`src/rtl/text_mem_loader_pkg.sv`:
```
// Shared definitions for the boot-time text memory loader: frame field
// widths, default geometry, FSM state encodings and a sizing helper.
package text_mem_loader_pkg;

  // Default text memory geometry and frame marker.
  localparam int unsigned DEF_TEXT_BASE  = 32'h800;
  localparam int unsigned DEF_ADDR_WIDTH = 12;
  localparam logic [7:0]  FRAME_SYNC     = 8'hA5;

  // Frame field widths.
  localparam int CNT_W  = 16;
  localparam int CSUM_W = 8;

  // Loader FSM state encodings.
  localparam int STATE_W = 4;
  localparam logic [STATE_W-1:0] ST_IDLE = 4'd0;
  localparam logic [STATE_W-1:0] ST_SYNC = 4'd1;
  localparam logic [STATE_W-1:0] ST_LEN0 = 4'd2;
  localparam logic [STATE_W-1:0] ST_LEN1 = 4'd3;
  localparam logic [STATE_W-1:0] ST_DATA = 4'd4;
  localparam logic [STATE_W-1:0] ST_WR   = 4'd5;
  localparam logic [STATE_W-1:0] ST_CSUM = 4'd6;
  localparam logic [STATE_W-1:0] ST_DONE = 4'd7;
  localparam logic [STATE_W-1:0] ST_ERR  = 4'd8;

  // Number of words between the first instruction word and the top of
  // the text memory; a frame with a larger count cannot fit.
  function automatic int unsigned free_words(input int unsigned addr_width,
                                             input int unsigned text_base);
    return (32'd1 << addr_width) - (text_base >> 2);
  endfunction

endpackage

```
`src/rtl/text_mem_loader_word_assembler.sv`:
```
// Assembles little-endian 32-bit words from a byte stream and keeps a
// running XOR checksum over every byte it is given.
module text_mem_loader_word_assembler
  import text_mem_loader_pkg::*;
(
  input  logic              clk_i,
  input  logic              rst_n_i,
  input  logic              clear_i,
  input  logic              byte_valid_i,
  input  logic [7:0]        byte_i,
  output logic [31:0]       word_o,
  output logic [CSUM_W-1:0] csum_o,
  output logic              word_ready_o
);

  logic [1:0]        idx_q, idx_d;
  logic [31:0]       word_q, word_d;
  logic [CSUM_W-1:0] csum_q, csum_d;

  // Next byte index, word contents and checksum.
  always_comb begin
    // NOTE: every signal driven here gets a default first so no path leaves it unassigned (no latch).
    idx_d  = idx_q;
    word_d = word_q;
    csum_d = csum_q;
    if (clear_i) begin
      idx_d  = '0;
      word_d = '0;
      csum_d = '0;
    end else if (byte_valid_i) begin
      word_d[8*idx_q +: 8] = byte_i;
      csum_d               = csum_q ^ byte_i;
      idx_d                = idx_q + 2'd1;
    end
  end

  // Assembler registers with synchronous active-low reset.
  always_ff @(posedge clk_i) begin
    // NOTE: state registers use non-blocking assignments so all flops update together at the edge.
    if (!rst_n_i) begin
      idx_q  <= '0;
      word_q <= '0;
      csum_q <= '0;
    end else begin
      idx_q  <= idx_d;
      word_q <= word_d;
      csum_q <= csum_d;
    end
  end

  // The fourth byte completes the word; it is in word_o from the next cycle.
  assign word_ready_o = byte_valid_i && !clear_i && (idx_q == 2'd3);
  assign word_o       = word_q;
  assign csum_o       = csum_q;

endmodule

```
`src/rtl/text_mem_loader.sv`:
```
// Boot-time text memory writer: receives a framed byte stream, writes the
// assembled words from TEXT_BASE upward and holds the core in reset until
// a complete frame with a good checksum has been stored.
module text_mem_loader
  import text_mem_loader_pkg::*;
#(
  parameter int unsigned TEXT_BASE  = DEF_TEXT_BASE,
  parameter int unsigned ADDR_WIDTH = DEF_ADDR_WIDTH,
  parameter logic [7:0]  SYNC_BYTE  = FRAME_SYNC
) (
  input  logic                  clk_i,
  input  logic                  rst_n_i,
  input  logic                  start_i,
  input  logic [7:0]            rx_data_i,
  input  logic                  rx_valid_i,
  output logic                  rx_ready_o,
  output logic                  w_en_o,
  output logic [ADDR_WIDTH-1:0] w_addr_o,
  output logic [31:0]           w_data_o,
  output logic                  core_hold_o,
  output logic                  busy_o,
  output logic                  done_o,
  output logic                  error_o
);

  localparam int CNT_EXT_W = CNT_W + 1;
  localparam logic [ADDR_WIDTH-1:0] FIRST_WORD = ADDR_WIDTH'(TEXT_BASE >> 2);
  localparam logic [CNT_EXT_W-1:0]  MAX_WORDS  =
    CNT_EXT_W'(free_words(ADDR_WIDTH, TEXT_BASE));

  logic [STATE_W-1:0]    state_q, state_d;
  logic [7:0]            cnt_lo_q, cnt_lo_d;
  logic [CNT_W-1:0]      remaining_q, remaining_d;
  logic [ADDR_WIDTH-1:0] w_addr_q, w_addr_d;

  logic              rx_fire;
  logic              start_fire;
  logic [CNT_W-1:0]  frame_count;
  logic [31:0]       asm_word;
  logic [CSUM_W-1:0] asm_csum;
  logic              asm_word_ready;

  assign rx_fire     = rx_valid_i && rx_ready_o;
  assign start_fire  = start_i && (state_q == ST_IDLE || state_q == ST_DONE ||
                                   state_q == ST_ERR);
  assign frame_count = {rx_data_i, cnt_lo_q};

  text_mem_loader_word_assembler u_word_assembler (
    .clk_i        (clk_i),
    .rst_n_i      (rst_n_i),
    .clear_i      (start_fire),
    .byte_valid_i (rx_fire && state_q == ST_DATA),
    .byte_i       (rx_data_i),
    .word_o       (asm_word),
    .csum_o       (asm_csum),
    .word_ready_o (asm_word_ready)
  );

  // Frame FSM with word count and write address bookkeeping.
  always_comb begin
    state_d     = state_q;
    cnt_lo_d    = cnt_lo_q;
    remaining_d = remaining_q;
    w_addr_d    = w_addr_q;
    case (state_q)
      ST_IDLE, ST_DONE, ST_ERR: begin
        if (start_i) state_d = ST_SYNC;
      end
      ST_SYNC: begin
        // Anything other than the marker is consumed and dropped.
        if (rx_fire && rx_data_i == SYNC_BYTE) state_d = ST_LEN0;
      end
      ST_LEN0: begin
        if (rx_fire) begin
          cnt_lo_d = rx_data_i;
          state_d  = ST_LEN1;
        end
      end
      ST_LEN1: begin
        if (rx_fire) begin
          if ({1'b0, frame_count} > MAX_WORDS) begin
            state_d = ST_ERR;
          end else if (frame_count == '0) begin
            state_d = ST_CSUM;
          end else begin
            remaining_d = frame_count;
            w_addr_d    = FIRST_WORD;
            state_d     = ST_DATA;
          end
        end
      end
      ST_DATA: begin
        if (asm_word_ready) state_d = ST_WR;
      end
      ST_WR: begin
        remaining_d = remaining_q - CNT_W'(1);
        if (remaining_q == CNT_W'(1)) begin
          // Last word: the address is left on it, so a frame that fills
          // the memory to the top never rolls the address over.
          state_d = ST_CSUM;
        end else begin
          w_addr_d = w_addr_q + ADDR_WIDTH'(1);
          state_d  = ST_DATA;
        end
      end
      ST_CSUM: begin
        if (rx_fire) state_d = (rx_data_i == asm_csum) ? ST_DONE : ST_ERR;
      end
      default: state_d = ST_IDLE;
    endcase
  end

  // Loader registers with synchronous active-low reset.
  always_ff @(posedge clk_i) begin
    if (!rst_n_i) begin
      state_q     <= ST_IDLE;
      cnt_lo_q    <= '0;
      remaining_q <= '0;
      w_addr_q    <= '0;
    end else begin
      state_q     <= state_d;
      cnt_lo_q    <= cnt_lo_d;
      remaining_q <= remaining_d;
      w_addr_q    <= w_addr_d;
    end
  end

  // Outputs decode the registered state; DONE and ERROR are sticky because
  // their states are left only on START or reset.
  assign rx_ready_o  = (state_q == ST_SYNC) || (state_q == ST_LEN0) ||
                       (state_q == ST_LEN1) || (state_q == ST_DATA) ||
                       (state_q == ST_CSUM);
  assign busy_o      = rx_ready_o || (state_q == ST_WR);
  assign w_en_o      = (state_q == ST_WR);
  assign w_addr_o    = w_addr_q;
  assign w_data_o    = asm_word;
  // The core stays held through a failed load so it never runs a bad image.
  assign core_hold_o = !(state_q == ST_IDLE || state_q == ST_DONE);
  assign done_o      = (state_q == ST_DONE);
  assign error_o     = (state_q == ST_ERR);

endmodule

```
`config.mk`:
```
export PLATFORM = sky130hd
export DESIGN_NAME = text_mem_loader
export DESIGN_NICKNAME = d
export VERILOG_FILES = /design/src/rtl/text_mem_loader_pkg.sv /design/src/rtl/text_mem_loader_word_assembler.sv /design/src/rtl/text_mem_loader.sv
export SDC_FILE = /design/constraint.sdc
export NUM_CORES = 1
export LEC_CHECK = 0
export CORE_MARGIN = 8
export CORE_UTILIZATION = 49
export CTS_CLUSTER_SIZE = 24
export DETAILED_ROUTE_END_ITERATION = 8
export PLACE_DENSITY = 0.76
export SETUP_SLACK_MARGIN = 0.3
export SLEW_MARGIN = 15
export SYNTH_ARGS = -nofsm -noshare
export SYNTH_HDL_FRONTEND = slang
export SYNTH_SLANG_ARGS = --single-unit
export TNS_END_PERCENT = 100
```
`constraint.sdc`:
```
create_clock -name clk_i -period 2.3 [get_ports clk_i]
set_clock_uncertainty 0.05 [all_clocks]
set_input_delay 0.575 -clock clk_i [delete_from_list [all_inputs] [get_ports clk_i]]
set_output_delay 0.575 -clock clk_i [all_outputs]
set_load 0.02 [all_outputs]
```
==> flow_metrics.py <==
metrics = {
    "floorplan": {
        "start_util_pct": 49.6,
        "dieArea_um2": 11900,
        "pin_count": 62,
        "coreArea_um2": 8550,
        "die_x_um": 109,
        "rows": 34,
        "die_h_um": 109,
    },
    "synthesis": {
        "async_reset_ff_share_pct": 0,
        "synth_cell_types": 58,
        "yosys_most_used_dff": "dfxtp_1",
        "seq_area_frac_synth_pct": 38.7,
        "synth_area_leaders": "dfxtp_1 39%, nand2_1 6.4%, a21oi_1 5.5%",
        "synth-edff-count": 0,
        "syn_avg_cell_area_um2": 8.04,
        "synth_top_area_share_pct": 38.7,
        "syn-num-nets": 548,
        "ys_ff_latch": 82,
        "yosys.area.top_type": "dfxtp_1",
        "synth_warnings": 0,
        "syn_area_um2": 4250,
        "synthCells": 528,
    },
    "critical_path": {
        "cpMostUsedCell": "buf_6",
        "critical_path.max_fanout": 5,
        "crit_type": "in2reg",
        "cp-start-kind": "primary input",
        "r2r_slack_ps": 170,
        "r2r-start": "state_q[0]",
        "cpLargestDelayFamily": "simple AND/OR/NAND/NOR gates",
        "crit_arrival_ps": 2450,
        "cp-startpoint": "rx_data_i[6]",
        "worstPathCellList": "buf_8, buf_6, or4_4, and4b_2, nor2_4, buf_6, nor3_4, buf_6, mux2i_1, nor2_1",
        "cp.depth": 10,
        "crit_path_end": "w_addr_o[1]",
        "rr_worst_depth": 11,
        "r2r_end": "remaining_q[4]",
        "cp-end-kind": "flip-flop",
        "critPathBufInv": 4,
        "slowest_stage": "or4_4",
        "cpPeakStageDelay_ps": 520,
        "required_ps": 2520,
    },
    "run": {
        "drv_cap": 0,
    },
    "power_and_ir_drop": {
        "peakVddDrop_uv": 426,
        "power_density_nw_per_um2": 630,
        "leakage_nw": 2.58,
    },
    "cells_and_area": {
        "diodes": 0,
        "syn_to_final_growth_pct": 45.9,
        "fin_util_pct": 72.5,
        "fill_cells": 581,
        "drive_above_1_share_pct": 29.8,
        "nNetsFinal": 672,
        "seqCellArea_um2": 1660,
        "multi_input_area_um2": 2750,
        "finalInstanceArea_um2": 6200,
    },
    "clock_network": {
        "numCtsBuffers": 9,
        "insertion_delay_ps": 370,
        "htree_levels": 3,
        "ctsRootBufferMaster": "clkbuf_8",
        "clock_path_buffers": 2,
        "cts_tree": "done",
        "postCtsHoldBufs": 0,
        "cts.sinks": 82,
        "clk_transition_reported_paths_ps": 110,
    },
    "run_status": {
        "outcome": "finished, final reports clean",
    },
    "sta": {
        "finalHoldViolCount": 0,
        "period_minus_slack_ps": 2240,
        "fin_ws_ps": 63.7,
        "fmax_ghz": 0.447,
        "slew_violations": 0,
        "slew_headroom_pct": 68.4,
        "worst_pin_slew_ps": 473,
        "finalCritPeriodShare_pct": 97.2,
        "finalSetupViolations": 0,
        "grt_setup_unrepaired": "yes",
    },
    "routing": {
        "ant_nets": 0,
        "first_pass_iters": 5,
        "drt_iter0_drc": 298,
        "viasPerCell": 5.85,
        "drcViolationCount": 0,
        "wirelength_mm": 13.7,
        "num_vias": 4473,
        "wl_per_cell_um": 17.9,
    },
    "global_routing": {
        "grt_pass1_wl_mm": 20.9,
        "grt_usage_pct": 21.9,
        "grt_remaining_overflow": 0,
        "grt_max_degree": 43,
        "grt_pass1_vias": 4363,
        "grt_antenna_before_repair": 0,
    },
    "placed_design": {
        "place_hpwl_mm": 8.76,
        "gp_congestion": 0.938,
        "place_area_um2": 5450,
        "io_buffers": 61,
        "pre_cts_slack_ps": -601,
    },
    "hold_path": {
        "hold_path_class": "reg2reg",
    },
}
-- worst min path at each step --
stage | from | to | cells past startpoint | slack [ps]
floorplan | remaining_q[15] | remaining_q[15] | 1 | 380
global placement | u_word_assembler.word_o[8] | u_word_assembler.word_o[8] | 2 | 390
detailed placement | u_word_assembler.word_o[6] | u_word_assembler.word_o[6] | 2 | 400
CTS | u_word_assembler.word_o[6] | u_word_assembler.word_o[6] | 2 | 410
global route | u_word_assembler.word_o[26] | u_word_assembler.word_o[26] | 2 | 430
finish | u_word_assembler.word_o[22] | u_word_assembler.word_o[22] | 2 | 410
-- worst register-to-register path: stages (launching register included) --
cell      delay, ps
dfxtp_4         400
buf_4           130
buf_4           130
and4bb_2        290
o21ai_1         140
nor2_4          180
buf_6           120
nor2_4           30
buf_6           130
buf_8           140
a21bo_4         210
a21boi_2        100
-- layer usage --
metal / up-vias / global-route usage [%] / wire, um
li1: 2091 / - / -
met1: 2182 / 25.4 / 5720
met2: 157 / 38.3 / 6780
met3: 43 / 4.37 / 793
met4: 0 / 8.90 / 419
met5: - / 0 / 0
-- placed cells by master, fill, tap and decap left out, types with 9 or more instances in the layout --
| master | netlist | layout |
|---|---|---|
| dfxtp_1 | 82 | 76 |
| nand2_1 | 72 | 66 |
| buf_4 | 2 | 65 |
| a21oi_1 | 47 | 43 |
| nand3_1 | 39 | 38 |
| nor2_1 | 38 | 30 |
| clkdlybuf4s50_1 | 0 | 23 |
| buf_6 | 4 | 22 |
| xor2_1 | 16 | 16 |
| dlygate4sd2_1 | 0 | 14 |
| nor2b_1 | 14 | 13 |
| dlymetal6s2s_1 | 0 | 13 |
| nor2_2 | 6 | 10 |
| o21ai_0 | 19 | 10 |
| a21boi_1 | 4 | 10 |
| xnor2_1 | 12 | 10 |
| and3_1 | 9 | 9 |
| clkbuf_8 | 0 | 9 |
-- report_power, final --
| part | switching [mW] | total [mW] | internal, mW |
|---|---|---|---|
| Combinational | 0.663 | 1.29 | 0.623 |
| Sequential | 0.0649 | 1.53 | 1.47 |
| Clock | 0.650 | 1.08 | 0.434 |
| Total | 1.38 | 3.90 | 2.53 |
-- layout make-up --
class / instances / share of cell area (%)
flip-flops and latches: 82 / 26.7
well taps: 108 / 2.18
repair buffers: 149 / 23.0
clock inverters: 7 / 1.23
inverters: 9 / 0.545
clock buffers: 9 / 2.00
multi-input cells: 401 / 44.3
-- state kept, by name, indices dropped and copies added, names as in the netlist --
signal / flops
u_word_assembler.idx_q: 2
u_word_assembler.word_o: 32
cnt_lo_q: 8
w_addr_o: 12
state_q: 4
remaining_q: 16
u_word_assembler.csum_o: 8
-- cell families after synthesis --
kind of cell | share of synthesized area [%]
AO/OA/AOI/OAI | 17.2
adder cells (fa/ha/maj) | 2.36
multiplexers | 2.39
buffers and inverters | 5.01
AND/OR/NAND/NOR | 28.6
XOR/XNOR | 5.78
flip-flops | 38.7
-- metrics by stage --
| stage | instances | total power [mW] | setup TNS, ps | hold slack (ps) |
|---|---|---|---|---|
| 6_report | 765 | 3.90 | 0 | 411 |
| 5_1_grt | 765 | 4.04 | 0 | 429 |
| 4_1_cts | 760 | 3.71 | 0 | 414 |
| 3_5_place_dp | 734 | 2.54 | -23800 | 396 |
| 3_3_place_gp | 734 | 2.52 | -21580 | 387 |
| 2_1_floorplan | 528 | 2.08 | -685 | 381 |
-- what timing repair did --
action | CTS | global route
gates resized for setup | 113 | 83
gates cloned | 0 | 1
pin swaps | 32 | 31
setup buffers | 10 | 4
endpoints found under the setup margin | 81 | 51
-- cells in the mapped netlist, types with 4 or more instances --
library cell,number
a21boi_0,9
nor2_2,6
nor2_1,38
mux2i_1,9
nor4_2,5
and2_1,4
a21oi_2,4
nor3_1,14
nor2b_1,14
a21boi_1,4
inv_1,8
xor2_1,16
o21ai_0,19
nand2_1,72
buf_2,5
clkbuf_1,22
dfxtp_1,82
nand2b_1,4
nor3b_1,5
buf_6,4
o21a_1,6
and3_1,9
xnor2_1,12
a21oi_1,47
nand3_1,39
o31ai_1,4
nor4_1,7
ha_1,8
o211ai_1,5
(Power assumes the default switching activity.)
